===== src/rtl/instr_sequencer_if.sv =====
// Bus between the instruction sequencer, its instruction/operand memory and the control unit.
// master = sequencer side, slave = memory / control-unit / datapath side.
interface instr_sequencer_if #(
  parameter int ADDR_W = 4
);
  logic              run;
  logic [ADDR_W+3:0] memRdata;
  logic              stop;
  logic              pcWR;
  logic              accWR;
  logic              memWR;
  logic [3:0]        ins;
  logic [ADDR_W-1:0] memAddr;
  logic              memRd;
  logic              memWe;
  logic              accWe;
  logic [ADDR_W-1:0] pc;
  logic              busy;
  logic              halted;

  modport master (
    input  run, memRdata, stop, pcWR, accWR, memWR,
    output ins, memAddr, memRd, memWe, accWe, pc, busy, halted
  );

  modport slave (
    output run, memRdata, stop, pcWR, accWR, memWR,
    input  ins, memAddr, memRd, memWe, accWe, pc, busy, halted
  );
endinterface


===== src/rtl/instr_sequencer.sv =====
// Four-cycle FETCH/LOAD/OPER/COMMIT sequencer: owns PC and IR, drives memory reads,
// and turns the control-unit decode into single-cycle accumulator/memory write strobes.
module instr_sequencer #(
  parameter int ADDR_W = 4
) (
  input  logic               clk,
  input  logic               rst,
  instr_sequencer_if.master  bus
);

  typedef enum logic [2:0] {
    IDLE   = 3'd0,
    FETCH  = 3'd1,
    LOAD   = 3'd2,
    OPER   = 3'd3,
    COMMIT = 3'd4,
    HALT   = 3'd5
  } state_t;

  state_t            state_r;
  // IR is held as {ins_r, operand_r}; the opcode half doubles as the registered ins output.
  logic [3:0]        ins_r;
  logic [ADDR_W-1:0] operand_r;
  logic [ADDR_W-1:0] pc_r;
  logic [ADDR_W-1:0] mem_addr_r;
  logic              mem_rd_r;
  logic              mem_we_r;
  logic              acc_we_r;
  logic              busy_r;
  logic              halted_r;
  logic [ADDR_W-1:0] next_pc_s;

  assign next_pc_s = bus.pcWR ? operand_r : pc_r;

  assign bus.ins     = ins_r;
  assign bus.memAddr = mem_addr_r;
  assign bus.memRd   = mem_rd_r;
  assign bus.memWe   = mem_we_r;
  assign bus.accWe   = acc_we_r;
  assign bus.pc      = pc_r;
  assign bus.busy    = busy_r;
  assign bus.halted  = halted_r;

  // Sequencer FSM with all outputs registered alongside the state.
  always_ff @(posedge clk or posedge rst) begin
    if (rst) begin
      state_r    <= IDLE;
      ins_r      <= 4'b0000;
      operand_r  <= {ADDR_W{1'b0}};
      pc_r       <= {ADDR_W{1'b0}};
      mem_addr_r <= {ADDR_W{1'b0}};
      mem_rd_r   <= 1'b0;
      mem_we_r   <= 1'b0;
      acc_we_r   <= 1'b0;
      busy_r     <= 1'b0;
      halted_r   <= 1'b0;
    end else begin
      case (state_r)
        IDLE: begin
          mem_we_r <= 1'b0;
          acc_we_r <= 1'b0;
          halted_r <= 1'b0;
          if (bus.run) begin
            state_r    <= FETCH;
            mem_addr_r <= pc_r;
            mem_rd_r   <= 1'b1;
            busy_r     <= 1'b1;
          end else begin
            state_r  <= IDLE;
            mem_rd_r <= 1'b0;
            busy_r   <= 1'b0;
          end
        end
        FETCH: begin
          state_r  <= LOAD;
          mem_rd_r <= 1'b0;
        end
        LOAD: begin
          state_r    <= OPER;
          ins_r      <= bus.memRdata[ADDR_W+3:ADDR_W];
          operand_r  <= bus.memRdata[ADDR_W-1:0];
          pc_r       <= pc_r + ADDR_W'(1);
          mem_addr_r <= bus.memRdata[ADDR_W-1:0];
          mem_rd_r   <= 1'b1;
        end
        OPER: begin
          // ins is already stable here, so the decode is registered to land exactly in COMMIT.
          state_r  <= COMMIT;
          mem_rd_r <= 1'b0;
          acc_we_r <= bus.accWR & ~bus.stop;
          mem_we_r <= bus.memWR & ~bus.stop;
        end
        COMMIT: begin
          acc_we_r <= 1'b0;
          mem_we_r <= 1'b0;
          if (bus.stop) begin
            state_r  <= HALT;
            busy_r   <= 1'b0;
            halted_r <= 1'b1;
          end else begin
            pc_r <= next_pc_s;
            if (bus.run) begin
              state_r    <= FETCH;
              mem_addr_r <= next_pc_s;
              mem_rd_r   <= 1'b1;
            end else begin
              state_r <= IDLE;
              busy_r  <= 1'b0;
            end
          end
        end
        HALT: begin
          mem_we_r <= 1'b0;
          acc_we_r <= 1'b0;
          if (bus.run) begin
            state_r    <= FETCH;
            mem_addr_r <= pc_r;
            mem_rd_r   <= 1'b1;
            busy_r     <= 1'b1;
            halted_r   <= 1'b0;
          end else begin
            state_r  <= HALT;
            mem_rd_r <= 1'b0;
          end
        end
        default: begin
          state_r  <= IDLE;
          mem_rd_r <= 1'b0;
          mem_we_r <= 1'b0;
          acc_we_r <= 1'b0;
          busy_r   <= 1'b0;
          halted_r <= 1'b0;
        end
      endcase
    end
  end

endmodule

===== src/flat_wrapper.sv =====
// flat-port wrapper written by rule: the top's interface ports become plain ports
module instr_sequencer_flat 
#(
  parameter int ADDR_W = 4
)
  (clk, rst, bus_run, bus_memRdata, bus_stop, bus_pcWR, bus_accWR, bus_memWR, bus_ins, bus_memAddr, bus_memRd, bus_memWe, bus_accWe, bus_pc, bus_busy, bus_halted);
  instr_sequencer_if #(.ADDR_W(ADDR_W)) bus_i ();
  input  logic clk;
  input  logic rst;
  input wire logic [$bits(bus_i.run)-1:0] bus_run;
  input wire logic [$bits(bus_i.memRdata)-1:0] bus_memRdata;
  input wire logic [$bits(bus_i.stop)-1:0] bus_stop;
  input wire logic [$bits(bus_i.pcWR)-1:0] bus_pcWR;
  input wire logic [$bits(bus_i.accWR)-1:0] bus_accWR;
  input wire logic [$bits(bus_i.memWR)-1:0] bus_memWR;
  output wire logic [$bits(bus_i.ins)-1:0] bus_ins;
  output wire logic [$bits(bus_i.memAddr)-1:0] bus_memAddr;
  output wire logic [$bits(bus_i.memRd)-1:0] bus_memRd;
  output wire logic [$bits(bus_i.memWe)-1:0] bus_memWe;
  output wire logic [$bits(bus_i.accWe)-1:0] bus_accWe;
  output wire logic [$bits(bus_i.pc)-1:0] bus_pc;
  output wire logic [$bits(bus_i.busy)-1:0] bus_busy;
  output wire logic [$bits(bus_i.halted)-1:0] bus_halted;
  assign bus_i.run = bus_run;
  assign bus_i.memRdata = bus_memRdata;
  assign bus_i.stop = bus_stop;
  assign bus_i.pcWR = bus_pcWR;
  assign bus_i.accWR = bus_accWR;
  assign bus_i.memWR = bus_memWR;
  assign bus_ins = bus_i.ins;
  assign bus_memAddr = bus_i.memAddr;
  assign bus_memRd = bus_i.memRd;
  assign bus_memWe = bus_i.memWe;
  assign bus_accWe = bus_i.accWe;
  assign bus_pc = bus_i.pc;
  assign bus_busy = bus_i.busy;
  assign bus_halted = bus_i.halted;
  instr_sequencer #(.ADDR_W(ADDR_W)) u_core (.clk(clk), .rst(rst), .bus(bus_i));
endmodule

===== config.mk =====
export PLATFORM = sky130hd
export DESIGN_NAME = instr_sequencer_flat
export DESIGN_NICKNAME = d
export VERILOG_FILES = /design/src/rtl/instr_sequencer_if.sv /design/src/rtl/instr_sequencer.sv /design/src/flat_wrapper.sv
export SDC_FILE = /design/constraint.sdc
export NUM_CORES = 1
export LEC_CHECK = 0
export ABC_AREA = 1
export ABC_CLOCK_PERIOD_IN_PS = 1430
export CORE_UTILIZATION = 49
export DETAILED_ROUTE_END_ITERATION = 16
export PLACE_DENSITY = 0.78
export SLEW_MARGIN = 10
export SYNTH_ARGS = -nofsm -noshare
export SYNTH_HDL_FRONTEND = slang
export SYNTH_SLANG_ARGS = --single-unit
export TNS_END_PERCENT = 10

===== constraint.sdc =====
create_clock -name clk -period 1.43 [get_ports clk]
set_clock_uncertainty 0.15 [all_clocks]
set_input_delay 0.3575 -clock clk [delete_from_list [all_inputs] [get_ports clk]]
set_output_delay 0.3575 -clock clk [all_outputs]
set_load 0.01 [all_outputs]

==> results summary <==
The run finished with clean final reports. During placement, the flow inserted port buffers numbering 31. Summed over all cells, the static leakage comes to 0.000977 uW.

The post-synth net total came out at 194. The wire length of the first global-routing pass is 5.00 mm. The clock period could shrink to 1.42 ns. The Yosys step of the flow raised 0 warnings. The placement row count came out at 18. Final hold analysis gives a worst-case slack of 0.195 ns. The share of total power in sequential cells is 0.326.

The area fraction of the dominant cell type after synthesis came out at 0.447. The fraction of power consumed by combinational cells came out at 0.595. In this run the critical register-to-register path is captured at u_core.bus.pc[3]. The cell area after synthesis is 1340 um^2.

The number of antenna diodes in the final layout is 0. The placed wire-length estimate is 2.32 mm. The maximum vdd ir drop is 0.00141 V.

The H-tree depth is 1. The number of cells in the finished layout apart from fillers came out at 254. STA classifies the critical path endpoint as a flip-flop.

Measured against its own limit, the worst slew margin works out to 0.838. The library cell with the largest summed area after synthesis is sky130_fd_sc_hd__dfrtp_1. Data on the critical path arrives at its endpoint at 1.49 ns. The register bit count reported by yosys is 24. Using the TritonRoute via totals, the vias-per-cell ratio works out to 4.95. The core outline area came out at 2520 um^2. After detailed routing, the total wire length is 3.15 mm.

The share of the cycle needed by the critical path after routing came out at 0.990. The slew of the pin with the lowest slew margin is 0.242 ns. In this run the critical register-to-register path is launched from u_core.state_r[0].

The fraction of final layout cells with drive strength greater than 1 is 0.286. The max-slew violation count is 0. Once placement completed, the tool counted placed cells totaling 249. The initial utilization of the core area, before any placement, comes to 0.532. The register-to-register setup slack is 0.01 ns. In this run the worst path has a maximum fanout of 5. The total global-route track usage came out at 0.238. After filler insertion, the fill cell instance count of the layout stands at 215.

The first detailed-routing pass took 5 iterations. The via count of the first global-routing pass is 1134. The layout overhead on the synthesized area is 29.6%. The number of antenna violations at the first check in global routing was 0. In the synthesized netlist, the cells that appear most often are sky130_fd_sc_hd__nand2_1 (86), sky130_fd_sc_hd__dfrtp_1 (24), sky130_fd_sc_hd__nand3_1 (13).

TritonCTS built the clock tree. The count of endpoints failing setup in the final report is 0. The die extent in x came out at 54.3 um. The residual antenna-violating net count after detailed routing came out at 0.

After detailed routing, the number of remaining DRC violations is 0. The top-level I/O count came out at 32. The post-layout net count is 242.

For this block, the initial DRC count from the detailed router was 28. The setup slack at placement is -0.257 ns. After detailed routing, the average wire length per cell comes to 12.4 um. The final weighted congestion in routability-driven placement is 0.903. The power density over the cells came out at 2210 nW/um^2. Among all flip-flop cells after synthesis, the most frequent one is sky130_fd_sc_hd__dfrtp_1. After synthesis, the cell types taking the most area are sky130_fd_sc_hd__dfrtp_1 (45%), sky130_fd_sc_hd__nand2_1 (24%), sky130_fd_sc_hd__nand3_1 (4.8%). Setup slack closes at 0.0149 ns.

The average size of a mapped cell came out at 7.54 um^2. The sequential area share after synthesis came out at 0.447. The clock-pin transition on the worst setup and hold timing paths came out at 0.13 ns. STA classifies the critical path startpoint as a flip-flop. The power spent charging and discharging nets came out at 1850 uW. The cell sitting at the root of the clock tree is a sky130_fd_sc_hd__clkbuf_4. The class of the most critical setup path is flip-flop to flip-flop. Of the total power, the clock network draws 0.079. The largest net degree at the start of global routing came out at 25.

The library cell with the highest instance count after synthesis is sky130_fd_sc_hd__nand2_1. Setup repair after global routing could not meet its margin everywhere. The maximum clock rate is 707 MHz.

The worst min-delay path category is input port to async pin. Measured along the y axis, the die boundary spans 54.3 um. The cell count after synthesis is 178. At the later pin of the worst-skew pair, clock insertion delay measures 0.32 ns. The number of endpoints with negative hold slack in the final report is 0. The clock passes through at most 2 buffers. The area of the die is 2950 um^2. For the worst flop-to-flop path, the logic depth is 8. The switching part of the total came out at 0.481. The TritonCTS buffer count is 3. Counting flops with a built-in enable in the synthesized netlist gives 0. The total via count in the routed design is 1257. The total overflow reported by the global router is 0.

The hold-fix buffer count after cts came out at 0. The share of synthesized registers carrying an async set or reset is 1.00. The max capacitance violation total came out at 0. The number of clock sinks seen by CTS came out at 24.

The internal power component came out at 1990 uW. The data required time of the worst path is 1.50 ns. The count of unique library cells instantiated by Yosys came out at 21.
## metrics by stage
step	area [um^2]	power [uW]	util	setup TNS [ns]
2_1_floorplan	1340	2780	-	0
3_3_place_gp	1770	3560	0.702	-2.11
3_5_place_dp	1770	3630	0.702	-2.48
4_1_cts	1720	3750	0.681	-0.0314
5_1_grt	1740	4140	0.690	-0.190
6_report	1740	3840	0.690	0
## worst max-delay path by stage
stage	startpoint	endpoint	slack, ns	cells after the start
floorplan	u_core.bus.pc[0]	u_core.bus.pc[2]	0.11	7
global placement	bus_run	u_core.bus.memAddr[1]	-0.24	8
detailed placement	bus_run	u_core.bus.memAddr[1]	-0.26	8
CTS	u_core.bus.ins[0]	bus_ins[0]	-0.03	1
global route	u_core.state_r[0]	u_core.bus.pc[2]	-0.03	8
finish	u_core.state_r[0]	u_core.bus.pc[3]	0.01	8
## state kept, by name (all words and copies together), names as in the netlist
| signal | flops |
|---|---|
| u_core.bus.memRd | 1 |
| u_core.bus.memAddr | 4 |
| u_core.bus.accWe | 1 |
| u_core.bus.ins | 4 |
| u_core.bus.pc | 4 |
| u_core.bus.halted | 1 |
| u_core.state_r | 3 |
| u_core.bus.busy | 1 |
| u_core.operand_r | 4 |
| u_core.bus.memWe | 1 |
## power groups by stage
stage	clock network [uW]	logic, uW	registers [uW]
floorplan	0	1480	1310
global placement	0	2310	1250
detailed placement	0	2370	1260
CTS	303	2200	1250
global route	330	2520	1290
finish	304	2280	1250
## area by class of cell
class / count / area, um^2 / area share
well taps: 30 / 37.5 / 0.0216
repair buffers: 45 / 345 / 0.198
clock buffers: 3 / 22.5 / 0.0129
inverters: 15 / 63.8 / 0.0367
multi-input cells: 137 / 667 / 0.383
flip-flops and latches: 24 / 604 / 0.347
## layout by cell type, fill, tap and decap left out, drive strengths merged
cell type / n
a21oi: 1
buf: 31
clkbuf: 3
clkdlybuf4s50: 13
dfrtp: 24
dlymetal6s2s: 1
ha: 1
inv: 15
nand2: 97
nand3: 14
nand3b: 2
nand4: 2
nor2: 11
o21ai: 9
## timing repair
item	in CTS	in global routing
pin swaps	0	3
gates cloned	0	1
gates resized for setup	70	7
buffers inserted	0	1
endpoints found under the setup margin	30	12
## worst max-delay path: stages, from the launching register on
cell and delay [ns]:
sky130_fd_sc_hd__dfrtp_2 0.49, sky130_fd_sc_hd__inv_4 0.10, sky130_fd_sc_hd__nand2_4 0.08, sky130_fd_sc_hd__nor2_8 0.17, sky130_fd_sc_hd__nand2_4 0.07, sky130_fd_sc_hd__nand2_4 0.09, sky130_fd_sc_hd__inv_4 0.05, sky130_fd_sc_hd__nand2_1 0.06
sky130_fd_sc_hd__nand2_1 0.05
## routing by layer
metal | vias to the layer above | part of all wire | GRT usage
met5 | - | 0 | 0
met4 | 0 | 0.012 | 0.0769
met3 | 5 | 0.057 | 0.0306
met2 | 53 | 0.46 | 0.384
met1 | 550 | 0.46 | 0.328
li1 | 649 | - | -
## logic make-up (layout without fill, tap and decap cells)
kind of cell | count (synthesis) | after routing | synth area share
simple gates | 125 | 126 | 0.432
flops | 24 | 24 | 0.447
buf+inv | 18 | 63 | 0.0680
compound gates | 10 | 10 | 0.0429
fa+ha+maj | 1 | 1 | 0.00932
No activity file was read; power rests on OpenSTA's default activity.
